$ cat config.mk
export PLATFORM = sky130hd
export DESIGN_NAME = cacheline_adapter
export DESIGN_NICKNAME = d
export VERILOG_FILES = /design/src/rtl/cacheline_adapter.sv
export SDC_FILE = /design/constraint.sdc
export NUM_CORES = 2
export LEC_CHECK = 0
export CORE_AREA = 2 2 288 290
export CTS_BUF_LIST = sky130_fd_sc_hd__clkbuf_8
export DETAILED_ROUTE_END_ITERATION = 8
export DIE_AREA = 0 0 290 292
export GPL_ROUTABILITY_DRIVEN = 0
export GPL_TIMING_DRIVEN = 0
export PLACE_DENSITY = 0.66
export REMOVE_ABC_BUFFERS = 1
export SYNTH_ARGS = -nofsm -noshare
export SYNTH_HDL_FRONTEND = slang
export SYNTH_SLANG_ARGS = --single-unit
$ cat constraint.sdc
create_clock -name clk -period 2.55 [get_ports clk]
set_clock_uncertainty 0.05 [all_clocks]
set_input_delay 0.765 -clock clk [delete_from_list [all_inputs] [get_ports clk]]
set_output_delay 0.765 -clock clk [all_outputs]
set_load 0.1 [all_outputs]
$ cat src/rtl/cacheline_adapter.sv
// Bridges one 256-bit cache line request to a 4-beat 64-bit bmem burst, one transaction at a time.
// Optional read-beat address check: define CACHELINE_ADAPTER_RADDR_CHECK_EN.
module cacheline_adapter #(
  parameter int unsigned LINE_W = 256,
  parameter int unsigned BEAT_W = 64
) (
  input  logic              clk,
  input  logic              rst,
  input  logic [31:0]       dfp_addr,
  input  logic              dfp_read,
  input  logic              dfp_write,
  input  logic [LINE_W-1:0] dfp_wdata,
  output logic [LINE_W-1:0] dfp_rdata,
  output logic              dfp_resp,
  output logic [31:0]       bmem_addr,
  output logic              bmem_read,
  output logic              bmem_write,
  output logic [BEAT_W-1:0] bmem_wdata,
  input  logic              bmem_ready,
  input  logic [31:0]       bmem_raddr,
  input  logic [BEAT_W-1:0] bmem_rdata,
  input  logic              bmem_rvalid,
  output logic              raddr_err
);

  localparam int unsigned Beats = LINE_W / BEAT_W;
  localparam int unsigned CntW = $clog2(Beats);
  localparam int unsigned OffW = $clog2(LINE_W / 8);
  localparam logic [CntW-1:0] LastBeat = CntW'(Beats - 1);

  typedef enum logic [2:0] {StIdle, StWr, StRdReq, StRdData, StResp} state_e;

  state_e            state_q;
  logic [CntW-1:0]   cnt_q;
  logic [CntW-1:0]   cnt_inc;
  logic [31-OffW:0]  tag_q;
  logic [LINE_W-1:0] wline_q;
  logic [LINE_W-1:0] rline_q;
  logic              beat_ok;
  logic              unused_bits;

  assign cnt_inc   = cnt_q + CntW'(1);
  assign bmem_addr = {tag_q, {OffW{1'b0}}};

`ifdef CACHELINE_ADAPTER_RADDR_CHECK_EN
  assign beat_ok     = bmem_rvalid && (bmem_raddr[31:OffW] == tag_q);
  assign unused_bits = ^{dfp_addr[OffW-1:0], bmem_raddr[OffW-1:0]};

  // Sticky until reset so a single stray beat is never lost.
  always_ff @(posedge clk) begin
    if (rst) begin
      raddr_err <= 1'b0;
    end else if (state_q == StRdData && bmem_rvalid && !beat_ok) begin
      raddr_err <= 1'b1;
    end
  end
`else
  assign beat_ok     = bmem_rvalid;
  assign raddr_err   = 1'b0;
  assign unused_bits = ^{dfp_addr[OffW-1:0], bmem_raddr};
`endif

  always_ff @(posedge clk) begin
    if (rst) begin
      state_q    <= StIdle;
      cnt_q      <= '0;
      tag_q      <= '0;
      wline_q    <= '0;
      rline_q    <= '0;
      dfp_rdata  <= '0;
      dfp_resp   <= 1'b0;
      bmem_read  <= 1'b0;
      bmem_write <= 1'b0;
      bmem_wdata <= '0;
    end else begin
      unique case (state_q)
        StIdle: begin
          if (dfp_write) begin
            tag_q      <= dfp_addr[31:OffW];
            wline_q    <= dfp_wdata;
            cnt_q      <= '0;
            bmem_write <= 1'b1;
            bmem_wdata <= dfp_wdata[BEAT_W-1:0];
            state_q    <= StWr;
          end else if (dfp_read) begin
            tag_q     <= dfp_addr[31:OffW];
            bmem_read <= 1'b1;
            state_q   <= StRdReq;
          end
        end
        StWr: begin
          // Without bmem_ready the current beat and data simply hold.
          if (bmem_ready) begin
            cnt_q <= cnt_inc;
            if (cnt_q == LastBeat) begin
              bmem_write <= 1'b0;
              bmem_wdata <= '0;
              dfp_resp   <= 1'b1;
              state_q    <= StResp;
            end else begin
              bmem_wdata <= wline_q[cnt_inc*BEAT_W +: BEAT_W];
            end
          end
        end
        StRdReq: begin
          if (bmem_ready) begin
            bmem_read <= 1'b0;
            cnt_q     <= '0;
            state_q   <= StRdData;
          end
        end
        StRdData: begin
          if (beat_ok) begin
            rline_q[cnt_q*BEAT_W +: BEAT_W] <= bmem_rdata;
            cnt_q <= cnt_inc;
            if (cnt_q == LastBeat) begin
              // Last beat fills the top slice; publish the whole line with it.
              dfp_rdata <= {bmem_rdata, rline_q[LINE_W-BEAT_W-1:0]};
              dfp_resp  <= 1'b1;
              state_q   <= StResp;
            end
          end
        end
        StResp: begin
          dfp_resp <= 1'b0;
          state_q  <= StIdle;
        end
        default: state_q <= StIdle;
      endcase
    end
  end

endmodule

Word level (Yosys, flattened, before mapping)
Cells that the tools add are included.

Flip-flop bits (word level): 867. Input bits: 390. Logic and storage cells: 75.

Add/subtract/negate cells: 2. Equality and inequality tests: 13. Shifts and indexed selects: 3. Muxes and demuxes: 31. Reduce and logical (&&, ||, !) cells: 16.

Operators with widths (count): $bwmux 256 (1); $shift 64x34->256 const A (1); $shiftx 256x9->64 (1); $shiftx 64x34->256 (1); $mux 64 (3); $pmux 64 s2 (1); $mux 27 (2); $neg 8->34 (1); $mux 3 (6); $ne 2x2->1 const B (7); $pmux 3 s4 (1); $reduce_and 4->1 (3); $mux 1 (9); $reduce_and 3->1 (3); $mux 2 (4); $pmux 2 s4 (1); $eq 3x2->1 const B (2); $reduce_and 2->1 (3); $reduce_bool 2->1 (3); $reduce_and 5->1 (1); $pmux 1 s2 (2); $reduce_bool 4->1 (1); $eq 3x1->1 const B (1); $eq 3x3->1 const B (1); other kinds (6) (6).

Longest topological paths before layout
Word-level depth: 5. Depth in mapped cells: 10. Depth with buffers taken out: 6.

Worst setup path after synthesis
Ideal clock, no wire load.

Kind: register to register. From: reg cnt_q[0]. To: reg rline_q[100]. Setup time: 0.070 ns. Data arrival time: 2.030 ns. Required time: 2.430 ns. Setup slack: 0.400 ns. Stages on the path, launching flop included: 10. Path through: dfxtp_1 > buf_2 > inv_1 > ha_1 > buf_4 > inv_1 > nor3_4 > clkbuf_1 > nand3_1 > a21oi_1.

Word-level cells in the longest chain between the ends: 3. Elaborated cells on any way between the ends: 4.

Ends and longest elaborated chain: from (decl) (line 34) `logic [CntW-1:0] cnt_q;`; from (signal assigned) (line 94) `cnt_q <= cnt_inc;`; from (signal assigned) (line 115) `cnt_q <= cnt_inc;`; $neg 8->34 (*) (line 114) `rline_q[cnt_q*BEAT_W +: BEAT_W] <= bmem_rdata;`; $shiftx 64x34->256 / $shift 64x34->256 (equally long branches) (line 114); $bwmux 256 (*) (line 114); to (signal, indexed assignment) (line 114); to (decl) (line 38) `logic [LINE_W-1:0] rline_q;`.

Mark *: on every way between the ends. The rest lies on a longest branch, timed or not. A chain may end at the register's enable or synchronous reset.

Worst setup path after layout
From: in rst. To: reg wline_q[168].

RTL lines: from (decl) (line 8) `input logic rst,`; to (signal assigned) (line 80) `wline_q <= dfp_wdata;`; to (decl) (line 37) `logic [LINE_W-1:0] wline_q;`.

No word-level cell between the ends.

==> flow_summary.yaml <==
sta:
  fin_hold_ws_ns: 0.282
  timing.fmax_ghz: 0.401
  final_hold_viol_count: 0
  tightest_slew_ns: 0.956
  period_minus_slack_ns: 2.49
  drv_slew: 0
  fin_crit_sh_pct: 97.7
  slew_headroom_pct: 36.3
  setup_violations: 0
floorplan:
  initial_core_util_pct: 37.3
  core_um2: 81600
  dieHeight_um: 292
  dieArea_um2: 84700
  pin_count: 746
  die_x_um: 290
  num_rows: 105
synthesis:
  synth_top_cell_by_area: "dfxtp_1"
  yosys-top-cells-count: "1343 x nand2_1, 803 x dfxtp_1, 736 x a21oi_1"
  yosysSeqAreaShare_pct: 52.8
  synthFlopType: "dfxtp_1"
  synth-async-reset-ratio_pct: 0
  synth-edff-count: 0
  synthesis.area_um2: 30400
  ys_ff_latch: 803
  ys_top_cells_by_area: "dfxtp_1 53%, nand2_1 17%, a21oi_1 12%, mux4_2 4.7%, nand3_1 3.2%"
  post_synth.cell_area_avg_um2: 8.21
  yosys.cell_count.top_type: "nand2_1"
  synth_top_area_share_pct: 52.8
  yosys_warnings: 0
  yosysUniqueCellTypes: 36
  synth_cells: 3707
min_path:
  min_from: "rst"
  whs_endpoint: "rline_q[93]$_SDFFE_PP0P_"
  holdPathStages: 2
  min_path_type: "in2reg"
job:
  drv_cap: 0
layout:
  fillCellCount: 7913
  postLayoutCoreUtil_pct: 49.8
  area_growth_pct: 33.5
  drive_gt1_share_pct: 16.3
  stdcell_count: 5487
  fin_nets: 4694
setup_path:
  cp.required_ns: 3.10
  ff2ff_path_depth: 7
  crit_fanout: 156
  regToRegSetupSlack_ns: 0.16
  critical_path_class: "in2reg"
  timing.rr.end: "dfp_rdata[79]$_SDFFE_PP0P_"
  end_kind: "register"
  crit_path_start_kind: "input pin"
  cp.arrival_ns: 3.04
  r2r-start: "state_q[0]$_SDFFE_PP0P_"
clocking:
  clkTransAtPathRegs_ns: 0.06
  h-tree-depth: 4
  tritoncts: "yes"
  cts_sinks: 803
  root_buffer: "clkbuf_8"
  cts_buffers: 138
  clockBufferDepth: 3
  clkLatencyLatePin_ns: 0.79
power_and_ir_drop:
  total_power_mw: 30.2
  vdd_drop_max_mv: 0.488
  power.density_nw_per_um2: 744
  power_leakage_nw: 14.8
global_route:
  track_usage_pct: 23.5
  grt_max_degree: 157
  grt_overflow_total: 0
  grt_pass1_wl_um: 157000
  grt_pass1_vias: 26600
  antenna_found_initial: 19
placed_design:
  dp_cells: 5204
  port_buffers: 702
  hpwl_um: 62500
drt:
  drt_iter0_drc: 2258
  drcViolationCount: 0
  totalWireLength_um: 102000
  avgRoutedWirePerCell_um: 18.6
  vias: 28000
  ant_nets: 0
  vias_per_cell: 5.11
  dr.pass1.iters: 5
run_status:
  status: "completed"
## critical path: stages
cell	delay, ns
buf_8	0.26
buf_16	0.47
buf_16	0.49
buf_16	0.44
a21oi_1	0.12
## where the power goes
group          switching (mW)  leakage [nW]  internal [mW]
Clock                    5.58          1.67           6.65
Sequential              0.282          6.53           13.1
Combinational            3.17          6.65           1.48
## placed cells by master (no fill, tap or decap), types with 5 or more instances in the layout
cell type / synthesis / final
nand2_1: 1343 / 1337
dfxtp_1: 803 / 799
a21oi_1: 736 / 736
clkdlybuf4s50_1: 0 / 350
buf_2: 70 / 219
nand3_1: 194 / 194
clkbuf_8: 0 / 177
clkdlybuf4s18_2: 0 / 87
nor2_1: 69 / 68
o21ai_0: 65 / 65
mux4_2: 64 / 64
a311oi_1: 64 / 64
inv_1: 5 / 49
clkdlybuf4s15_2: 0 / 40
buf_16: 0 / 36
buf_4: 61 / 14
diode_2: 0 / 10
clkinv_2: 0 / 8
buf_12: 0 / 7
conb_1: 1 / 6
buf_8: 0 / 6
and2_4: 0 / 5
nand2b_1: 6 / 5
## per-layer routing
layer	routed length (um)	part of all wire, %	track usage, %
met1	41200	40	29.1
met2	47800	47	37.5
met4	3050	3.0	9.29
met3	10200	10	7.92
met5	87	0.085	0
## layout make-up
type / instances / area [um2] / area share (%)
diodes: 10 / 25.0 / 0.0616
clock buffers: 177 / 2440 / 6.00
clock inverters: 71 / 505 / 1.24
inverters: 5 / 18.8 / 0.0462
multi-input cells: 2586 / 12800 / 31.6
flip-flops and latches: 803 / 16100 / 39.6
well taps: 1070 / 1340 / 3.30
repair buffers: 765 / 7360 / 18.1
## worst max path at each step
stage | start | endpoint | slack, ns | depth (start not counted)
floorplan | cnt_q[0]$_SDFFE_PP0P_ | rline_q[100]$_SDFFE_PP0P_ | -4.60 | 6
global placement | rst | cnt_q[1]$_SDFFE_PP0P_ | -22.22 | 3
detailed placement | bmem_rvalid | dfp_rdata[118]$_SDFFE_PP0P_ | -1.45 | 8
CTS | dfp_rdata[94]$_SDFFE_PP0P_ | dfp_rdata[94] | 0.0001 | 1
global route | dfp_rdata[141]$_SDFFE_PP0P_ | dfp_rdata[141] | -0.00007 | 1
finish | rst | wline_q[168]$_SDFFE_PP0P_ | 0.06 | 5
## stage by stage
step / TNS, ns / cell area [um2] / setup slack, ns
2_1_floorplan: -2956.88 / 28700 / -4.60
3_3_place_gp: - / 37100 / -22.22
3_5_place_dp: -632.55 / 38300 / -1.45
4_1_cts: 0 / 40900 / 0.000112
5_1_grt: -0.000121 / 40600 / -0.0000725
6_report: 0 / 40600 / 0.0583
## flip-flops by register name, indices dropped and copies added (netlist names)
register    count
state_q         3
rline_q       192
tag_q          27
wline_q       256
bmem_write      1
cnt_q           2
bmem_wdata     64
dfp_resp        1
dfp_rdata     256
bmem_read       1
## cell families (layout without fill, tap and decap cells)
logic type | Yosys count | in the layout | share of synthesized area [%]
compound gates | 877 | 878 | 15.3
xor+xnor | 1 | 1 | 0.0288
fa+ha+maj | 5 | 5 | 0.206
buf+inv | 329 | 1018 | 5.67
flops | 803 | 803 | 52.8
mux | 65 | 65 | 4.77
other cells | 1 | 16 | 0.0123
simple gates | 1626 | 1631 | 21.1
## what timing repair did
action,CTS,global route
buffers inserted,15,1
gates resized for setup,1482,120
hold buffers,0,0
gates cloned,9,0
pin swaps,8,1
endpoints found under the setup margin,943,315
No activity file was read; power rests on OpenSTA's default activity.
